File: src/rtl/tcb_cmn_gpio_irq.sv
// GPIO input event controller: sync, debounce, edge detect, sticky W1C status
// and a registered level interrupt, exposed as a TCB subordinate (DLY=0).
module tcb_cmn_gpio_irq #(
  parameter int unsigned GW      = 32,
  parameter int unsigned CFG_CDC = 2,
  parameter int unsigned DBW_CNT = 16,
  parameter int unsigned PHY_DLY = 0,
  parameter int unsigned PHY_DBW = 32
) (
  input  logic          tcb_clk_i,
  input  logic          tcb_rst_i,
  input  logic          tcb_vld_i,
  output logic          tcb_rdy_o,
  input  logic          tcb_req_wen_i,
  input  logic [31:0]   tcb_req_adr_i,
  input  logic [3:0]    tcb_req_ben_i,
  input  logic [31:0]   tcb_req_wdt_i,
  output logic [31:0]   tcb_rsp_rdt_o,
  output logic [1:0]    tcb_rsp_sts_o,
  input  logic [GW-1:0] gpio_i,
  output logic          irq_o
);

  if (PHY_DLY != 0) begin : g_err_dly
    $error("tcb_cmn_gpio_irq: PHY_DLY must be 0");
  end
  if (PHY_DBW != 32) begin : g_err_dbw
    $error("tcb_cmn_gpio_irq: PHY_DBW must be 32");
  end
  if (GW < 1 || GW > 32) begin : g_err_gw
    $error("tcb_cmn_gpio_irq: GW must be 1..32");
  end
  if (CFG_CDC == 1) begin : g_err_cdc
    $error("tcb_cmn_gpio_irq: CFG_CDC must be 0 or >=2");
  end
  if (DBW_CNT < 1 || DBW_CNT > 32) begin : g_err_cnt
    $error("tcb_cmn_gpio_irq: DBW_CNT must be 1..32");
  end

  localparam logic [4:0] ADR_IN       = 5'h00;
  localparam logic [4:0] ADR_RISE_EN  = 5'h04;
  localparam logic [4:0] ADR_FALL_EN  = 5'h08;
  localparam logic [4:0] ADR_STATUS   = 5'h0C;
  localparam logic [4:0] ADR_IRQ_EN   = 5'h10;
  localparam logic [4:0] ADR_DEBOUNCE = 5'h14;
  localparam logic [4:0] ADR_RAW      = 5'h18;

  logic [GW-1:0]      syn;
  logic [GW-1:0]      rise_en_q, rise_en_d;
  logic [GW-1:0]      fall_en_q, fall_en_d;
  logic [GW-1:0]      irq_en_q, irq_en_d;
  logic [GW-1:0]      sts_q, sts_d;
  logic [GW-1:0]      smp_q, smp_d;
  logic [GW-1:0]      deb_q, deb_d;
  logic [GW-1:0]      dly_q;
  logic [DBW_CNT-1:0] per_q, per_d;
  logic [DBW_CNT-1:0] cnt_q, cnt_d;
  logic               irq_q, irq_d;

  logic [4:0]    adr;
  logic          wr_en;
  logic          tick;
  logic [GW-1:0] stable;
  logic [GW-1:0] evt;
  logic [GW-1:0] clr;
  logic          unused_bus;

  assign adr        = tcb_req_adr_i[4:0];
  assign wr_en      = tcb_vld_i & tcb_req_wen_i;
  assign unused_bus = ^{tcb_req_adr_i[31:5], tcb_req_ben_i, tcb_req_wdt_i};

  if (CFG_CDC == 0) begin : g_cdc_byp
    assign syn = gpio_i;
  end else begin : g_cdc
    logic [GW-1:0] sync_q [CFG_CDC];
    always_ff @(posedge tcb_clk_i or posedge tcb_rst_i) begin
      if (tcb_rst_i) begin
        for (int unsigned i = 0; i < CFG_CDC; i++) sync_q[i] <= '0;
      end else begin
        sync_q[0] <= gpio_i;
        for (int unsigned i = 1; i < CFG_CDC; i++) sync_q[i] <= sync_q[i-1];
      end
    end
    assign syn = sync_q[CFG_CDC-1];
  end

  assign tick   = (per_q != '0) && (cnt_q == per_q);
  assign stable = ~(syn ^ smp_q);
  assign evt    = (deb_q & ~dly_q & rise_en_q) | (~deb_q & dly_q & fall_en_q);
  assign clr    = (wr_en && adr == ADR_STATUS) ? tcb_req_wdt_i[GW-1:0] : '0;

  always_comb begin
    rise_en_d = rise_en_q;
    fall_en_d = fall_en_q;
    irq_en_d  = irq_en_q;
    per_d     = per_q;
    cnt_d     = cnt_q + DBW_CNT'(1);
    smp_d     = smp_q;
    deb_d     = deb_q;
    // A bit only follows syn once two consecutive ticks agree on its value.
    if (per_q == '0) begin
      deb_d = syn;
      cnt_d = '0;
    end else if (tick) begin
      smp_d = syn;
      deb_d = (syn & stable) | (deb_q & ~stable);
      cnt_d = '0;
    end
    // Set after clear so an event colliding with W1C keeps the bit.
    sts_d = (sts_q & ~clr) | evt;
    irq_d = |(sts_q & irq_en_q);
    if (wr_en) begin
      case (adr)
        ADR_RISE_EN:  rise_en_d = tcb_req_wdt_i[GW-1:0];
        ADR_FALL_EN:  fall_en_d = tcb_req_wdt_i[GW-1:0];
        ADR_IRQ_EN:   irq_en_d  = tcb_req_wdt_i[GW-1:0];
        ADR_DEBOUNCE: begin
          per_d = tcb_req_wdt_i[DBW_CNT-1:0];
          cnt_d = '0;
        end
        default: ;
      endcase
    end
  end

  always_ff @(posedge tcb_clk_i or posedge tcb_rst_i) begin
    if (tcb_rst_i) begin
      rise_en_q <= '0;
      fall_en_q <= '0;
      irq_en_q  <= '0;
      sts_q     <= '0;
      smp_q     <= '0;
      deb_q     <= '0;
      dly_q     <= '0;
      per_q     <= '0;
      cnt_q     <= '0;
      irq_q     <= 1'b0;
    end else begin
      rise_en_q <= rise_en_d;
      fall_en_q <= fall_en_d;
      irq_en_q  <= irq_en_d;
      sts_q     <= sts_d;
      smp_q     <= smp_d;
      deb_q     <= deb_d;
      dly_q     <= deb_q;
      per_q     <= per_d;
      cnt_q     <= cnt_d;
      irq_q     <= irq_d;
    end
  end

  always_comb begin
    tcb_rsp_rdt_o = '0;
    case (adr)
      ADR_IN:       tcb_rsp_rdt_o = 32'(deb_q);
      ADR_RISE_EN:  tcb_rsp_rdt_o = 32'(rise_en_q);
      ADR_FALL_EN:  tcb_rsp_rdt_o = 32'(fall_en_q);
      ADR_STATUS:   tcb_rsp_rdt_o = 32'(sts_q);
      ADR_IRQ_EN:   tcb_rsp_rdt_o = 32'(irq_en_q);
      ADR_DEBOUNCE: tcb_rsp_rdt_o = 32'(per_q);
      ADR_RAW:      tcb_rsp_rdt_o = 32'(syn);
      default:      tcb_rsp_rdt_o = '0;
    endcase
  end

  assign tcb_rdy_o     = 1'b1;
  assign tcb_rsp_sts_o = '0;
  assign irq_o         = irq_q;

endmodule

File: config.mk
export PLATFORM = sky130hd
export DESIGN_NAME = tcb_cmn_gpio_irq
export DESIGN_NICKNAME = d
export VERILOG_FILES = /design/src/rtl/tcb_cmn_gpio_irq.sv
export SDC_FILE = /design/constraint.sdc
export NUM_CORES = 1
export LEC_CHECK = 0
export CAP_MARGIN = 15
export CORE_MARGIN = 2
export CORE_UTILIZATION = 55
export CTS_CLUSTER_DIAMETER = 30
export CTS_CLUSTER_SIZE = 10
export DETAILED_ROUTE_END_ITERATION = 8
export HOLD_SLACK_MARGIN = 0.06
export PLACE_DENSITY = 0.78
export SLEW_MARGIN = 40
export SYNTH_ARGS = -nofsm -noshare
export SYNTH_HDL_FRONTEND = slang
export SYNTH_SLANG_ARGS = --single-unit
File: constraint.sdc
create_clock -name tcb_clk_i -period 14.44 [get_ports tcb_clk_i]
set_clock_uncertainty 0.1 [all_clocks]
set_input_delay 2.888 -clock tcb_clk_i [delete_from_list [all_inputs] [get_ports tcb_clk_i]]
set_output_delay 2.888 -clock tcb_clk_i [all_outputs]
set_load 0.05 [all_outputs]
==> impl_metrics.py, run 1 <==
metrics = {
    "die": {
        "core_um2": 24320,
        "initial_core_util_pct": 55.92,
        "die_area_um2": 26000,
        "die_w_um": 161.3,
        "std_cell_rows": 57,
        "io_pins": 140,
        "die_h_um": 161.3,
    },
    "setup_path": {
        "cpMaxStageDelayCell": "clkdlybuf4s50_1",
        "crit_chain": "clkdlybuf4s50_1 -> or3b_1 -> nor3_2 -> buf_4 -> a222oi_1 -> nand3_1 -> clkdlybuf4s50_1",
        "max_stage_delay_ns": 0.84,
        "rr_worst_depth": 5,
        "arrival_ns": 5.95,
        "required_ns": 11.45,
        "r2r_end": "smp_q[25]",
        "path_class": "in2out",
        "startpoint": "tcb_req_adr_i[2]",
        "setup.worst_path.end_class": "output pin",
        "critPathLaunchType": "input pin",
        "crit_path_frequent_cell": "clkdlybuf4s50_1",
        "setup.worst_path.end": "tcb_rsp_rdt_o[7]",
        "path_max_fanout": 32,
        "reg2reg_from": "per_q[15]",
        "rrSetupSlack_ns": 11.91,
    },
    "yosys": {
        "synthFlopType": "dfrtp_1",
        "syn_inst": 1034,
        "syn_area_um2": 13600,
        "ys_types": 42,
        "synthArstFlopShare_pct": 100.0,
        "synth_top_area_cell": "dfrtp_1",
        "synth-seq-cells": 321,
        "ys_seq_area_share_pct": 59.06,
        "ys_warn_count": 0,
        "synth_top_area_share_pct": 59.06,
        "synth-edff-count": 0,
        "synth.avg_cell_area_um2": 13.15,
        "synth_area_leaders": "dfrtp_1, mux2_2, a22oi_1",
    },
    "clocking": {
        "post-cts-setup-buffer-count": 0,
        "cts_tree": "done",
        "ctsResizeCount": 0,
        "clock_path_buffers": 3,
        "clkSlewWorstSetupHoldPaths_ns": 0.05,
        "cts_sinks": 321,
        "ctsHoldBuffers": 0,
        "clkLatencyLatePin_ns": 0.55,
        "numCtsBuffers": 55,
        "cts_max_level": 2,
        "clock-root-buffer": "clkbuf_16",
    },
    "place": {
        "place_congestion": 0.7965,
        "dpl_cell_area_um2": 15040,
        "io_buffers": 105,
        "dpl_worst_slack_ns": 5.550,
        "place_hpwl_um": 19900,
    },
    "sta": {
        "slew_headroom_pct": 51.19,
        "rsz0062_at_grt": "no",
        "fin_crit_sh_pct": 61.92,
        "worstMarginPinSlew_ns": 0.7321,
        "max_freq_mhz": 111.8,
        "finalCriticalPeriod_ns": 8.941,
        "finalHoldViolCount": 0,
        "setup_violations": 0,
        "setup_tns_ns": 0,
        "drv_slew": 0,
        "fin_ws_ns": 5.499,
    },
    "grt": {
        "antenna_found_initial": 0,
        "first_global_vias": 10272,
        "grt.overflow.total": 0,
        "grt_pass1_wl_um": 55760,
        "grt_max_degree": 84,
        "grt_usage_pct": 27.42,
    },
    "pwr": {
        "vdd_drop_max_mv": 0.09843,
        "leakage_nw": 7.795,
        "power_density_nw_per_um2": 169.0,
    },
    "finish": {
        "drive_gt1_share_pct": 25.50,
        "fillCellCount": 1619,
        "final_area_um2": 16920,
        "fin_nets": 1265,
        "area_delta_synth_final_pct": 24.42,
        "final_common_cell": "dfrtp_1",
        "final_cell_mix": "dfrtp_1, clkdlybuf4s50_1, nand2_1, mux2_2, a22oi_1",
        "diodes": 0,
    },
    "hold_path": {
        "hp-class": "reg2reg",
    },
    "route": {
        "drc": 0,
        "num_vias": 9759,
        "avgViaCountPerCell": 6.387,
        "drtIter0Drc": 920,
        "first_pass_iters": 7,
        "avgRoutedWirePerCell_um": 23.16,
        "final_antenna_net_count": 0,
        "wirelength_um": 35380,
    },
    "flow_run": {
        "cap_violations": 0,
    },
    "status": {
        "status": "completed",
    },
}
-- state kept, by name, indices dropped and copies added, names as in the netlist, named ones only --
register / cells
dly_q: 32
fall_en_q: 32
g_cdc.sync_q: 32
irq_en_q: 32
rise_en_q: 32
smp_q: 32
sts_q: 32
syn: 32
cnt_q: 16
per_q: 16
irq_o: 1
-- worst min path at each step --
stage	from	to	slack [ns]	cells past startpoint
floorplan	g_cdc.sync_q[32]	syn[0]	0.23	0
global placement	g_cdc.sync_q[60]	syn[28]	0.23	0
finish	g_cdc.sync_q[61]	syn[29]	0.24	0
CTS	g_cdc.sync_q[61]	syn[29]	0.24	0
detailed placement	g_cdc.sync_q[42]	syn[10]	0.23	0
global route	g_cdc.sync_q[47]	syn[15]	0.24	0
-- stage by stage --
stage / instances / hold slack (ns) / utilization (%) / total power [mW]
detailed placement: 1426 / 0.2347 / 61.83 / 1.586
CTS: 1527 / 0.2391 / 69.44 / 2.868
floorplan: 1035 / 0.2312 / - / 1.447
global placement: 1422 / 0.2321 / 61.55 / 1.559
global route: 1528 / 0.2412 / 69.58 / 2.967
finish: 1528 / 0.2375 / 69.58 / 2.860
-- per-layer routing --
metal	vias to the layer above	GRT usage, %	wire [um]
met4	0	11.08	1047
met2	477	43.68	17050
met1	5001	37.15	14350
met3	100	5.829	2941
li1	4181	-	-
met5	-	0	0
-- layout make-up --
cell class | count | area (um^2) | share of cell area (%)
flip-flops and latches | 321 | 8033 | 47.47
multi-input cells | 653 | 5350 | 31.62
well taps | 324 | 405.4 | 2.396
inverters | 3 | 18.77 | 0.1109
clock inverters | 30 | 324.1 | 1.915
repair buffers | 126 | 1262 | 7.461
clock buffers | 71 | 1528 | 9.028
-- worst max-delay path: cells and delay by family --
family | cells | cell delay (ns)
buffers and inverters | 3 | 1.88
AND/OR/NAND/NOR | 3 | 0.94
AO/OA/AOI/OAI | 1 | 0.24
-- where the power goes --
group,internal [mW],switching (mW)
combinational,0.210,0.180
sequential,1.06,0.141
clock,0.822,0.450
-- synth_stat cells (29+ instances only) --
library cell / count
nand3b_1: 35
a21o_1: 32
o211ai_1: 29
o22a_1: 32
mux2_4: 40
o221a_2: 32
nand2_1: 103
mux2_2: 102
a22oi_1: 96
nand3_1: 41
clkbuf_1: 33
dfrtp_1: 321
-- logic make-up (layout without fill, tap and decap cells) --
logic type      count (synthesis)  count (layout)  share of synthesized area, %
buf+inv                        61             230                         2.189
compound gates                237             237                         14.55
xor+xnor                       30              30                         1.932
simple gates                  238             238                         9.089
fa+ha+maj                       1               1                       0.09198
mux                           144             144                         13.03
other cells                     2               3                       0.05522
flops                         321             321                         59.06
Power figures use the tool's default switching activity.
==> inputs of run 2 (changes only) <==
clock period = 9.15 ns   (was 14.44 ns; I/O delays follow)
==> run 2 against run 1 <==
Sequential cell count did not move. Setup slack worse by 3.4 ns. Combinational power increased by 59%. Wire length rose by 3.3%. Sequential power grew 58%. Clock power up 88%. Hold slack better by 0.0028 ns. Sequential share of layout area down 0.97 points. Critical path depth stayed put. Register-to-register slack lost 5.5 ns. Highest routed layer unchanged.
==> impl_metrics.py, run 2 (synthesis results as in run 1) <==
metrics = {
    "route": {
        "num_vias": 9842,
        "final_antenna_net_count": 0,
        "drtIter0Drc": 866,
        "first_pass_iters": 6,
        "drc": 0,
        "avgViaCountPerCell": 6.387,
        "avgRoutedWirePerCell_um": 23.72,
        "wirelength_um": 36550,
    },
    "finish": {
        "drive_gt1_share_pct": 26.38,
        "final_cell_mix": "dfrtp_1, clkdlybuf4s50_1, nand2_1, mux2_2, a22oi_1",
        "diodes": 0,
        "area_delta_synth_final_pct": 27.01,
        "fillCellCount": 1576,
        "fin_nets": 1273,
        "final_common_cell": "dfrtp_1",
    },
    "pwr": {
        "power_density_nw_per_um2": 284.1,
        "finalPower_mw": 4.907,
        "vdd_drop_max_mv": 0.1655,
        "leakage_nw": 7.970,
    },
    "clocking": {
        "clkLatencyLatePin_ns": 0.54,
        "post-cts-setup-buffer-count": 0,
        "cts_max_level": 3,
        "clock_path_buffers": 3,
        "cts_sinks": 321,
        "cts_tree": "done",
        "clock-root-buffer": "clkbuf_16",
        "ctsResizeCount": 0,
        "numCtsBuffers": 66,
        "clkSlewWorstSetupHoldPaths_ns": 0.05,
        "ctsHoldBuffers": 0,
    },
    "grt": {
        "antenna_found_initial": 0,
        "first_global_vias": 10486,
        "grt_usage_pct": 28.51,
        "grt.overflow.total": 0,
        "grt_max_degree": 93,
        "grt_pass1_wl_um": 57610,
    },
    "place": {
        "io_buffers": 105,
        "place_congestion": 0.8412,
        "place_hpwl_um": 20050,
    },
    "sta": {
        "max_freq_mhz": 141.6,
        "rsz0062_at_grt": "no",
        "setup_tns_ns": 0,
        "drv_slew": 0,
        "finalHoldViolCount": 0,
        "fin_crit_sh_pct": 77.19,
        "finalCriticalPeriod_ns": 7.063,
        "slew_headroom_pct": 48.34,
        "worstMarginPinSlew_ns": 0.7741,
        "setup_violations": 0,
    },
    "setup_path": {
        "crit_path_frequent_cell": "clkdlybuf4s50_1",
        "crit_chain": "clkdlybuf4s50_1 -> or3_1 -> nor3b_4 -> buf_4 -> a222oi_1 -> nand3_1 -> clkdlybuf4s50_1",
        "required_ns": 7.22,
        "max_stage_delay_ns": 0.83,
        "arrival_ns": 5.13,
        "setup.worst_path.end_class": "output pin",
        "critPathTopFamily": "buffers and inverters",
        "path_max_fanout": 22,
        "critPathBufInv": 3,
        "cpMaxStageDelayCell": "clkdlybuf4s50_1",
        "path_class": "in2out",
        "critPathLaunchType": "input pin",
    },
    "die": {
        "die_h_um": 161.3,
        "initial_core_util_pct": 55.92,
        "die_area_um2": 26000,
        "die_w_um": 161.3,
        "std_cell_rows": 57,
        "core_um2": 24320,
        "io_pins": 140,
    },
    "hold_path": {
        "hp-class": "reg2reg",
    },
    "status": {
        "status": "completed",
    },
    "flow_run": {
        "cap_violations": 0,
    },
}
## run 2: changes by cell type in the layout (fill, tap and decap cells not counted), moves of 2 or more
cell	before	now
buf_8	2	0
bufinv_16	4	8
clkinv_2	6	11
clkbuf_16	56	67
buf_6	5	2
## run 2: where the power goes
group	internal, mW	switching (mW)	total (mW)
combinational	0.328	0.291	0.619
sequential	1.67	0.225	1.89
clock	1.63	0.763	2.39
## run 2: layer usage
metal	share of wire, %	vias up	global-route usage (%)
li1	-	4206	-
met1	41	5035	37.97
met2	48	509	44.93
met3	7.9	92	6.266
met4	3.3	0	13.76
met5	0	-	0
## run 2: cell type report
class                      instances  area (um^2)  share of cell area [%]
tap                              324        405.4                   2.347
sequential                       321         8033                   46.50
multi-input combinational        653         5353                   30.99
clock inverter                    35        429.2                   2.484
timing repair buffer             123         1226                   7.098
clock buffer                      82         1813                   10.50
inverter                           3        15.01                 0.08692
## run 2: worst paths after layout
| check | endpoint | startpoint | slack (ns) | depth (start not counted) |
|---|---|---|---|---|
| min in group asynchronous | smp_q[31] | tcb_rst_i | 1.42 | 2 |
| max reg2reg | smp_q[29] | per_q[13] | 6.45 | 5 |
| max | tcb_rsp_rdt_o[6] | tcb_req_adr_i[2] | 2.09 | 7 |
| max in group asynchronous | per_q[14] | tcb_rst_i | 6.19 | 4 |
| min reg2reg | syn[19] | g_cdc.sync_q[51] | 0.24 | 0 |
| min | syn[19] | g_cdc.sync_q[51] | 0.24 | 0 |
## run 2: worst reg2reg max path, cell delays in order (launching register included)
cell and delay (ns):
dfrtp_1 0.45, nor4_1 0.48, nand4_1 0.22, nand2b_2 0.36
buf_4 0.57, mux2_2 0.42
## run 2: stage by stage
stage / instances / setup WS (ns) / hold slack (ns) / cell area, um^2 / util, %
2_1_floorplan: 1035 / 2.939 / 0.2312 / 13610 / -
3_3_place_gp: 1422 / 2.081 / 0.2315 / 14980 / 61.58
3_5_place_dp: 1424 / 2.159 / 0.2347 / 15030 / 61.78
4_1_cts: 1541 / 2.126 / 0.2433 / 17270 / 71.00
5_1_grt: 1541 / 2.016 / 0.2494 / 17270 / 71.03
6_report: 1541 / 2.087 / 0.2403 / 17270 / 71.03
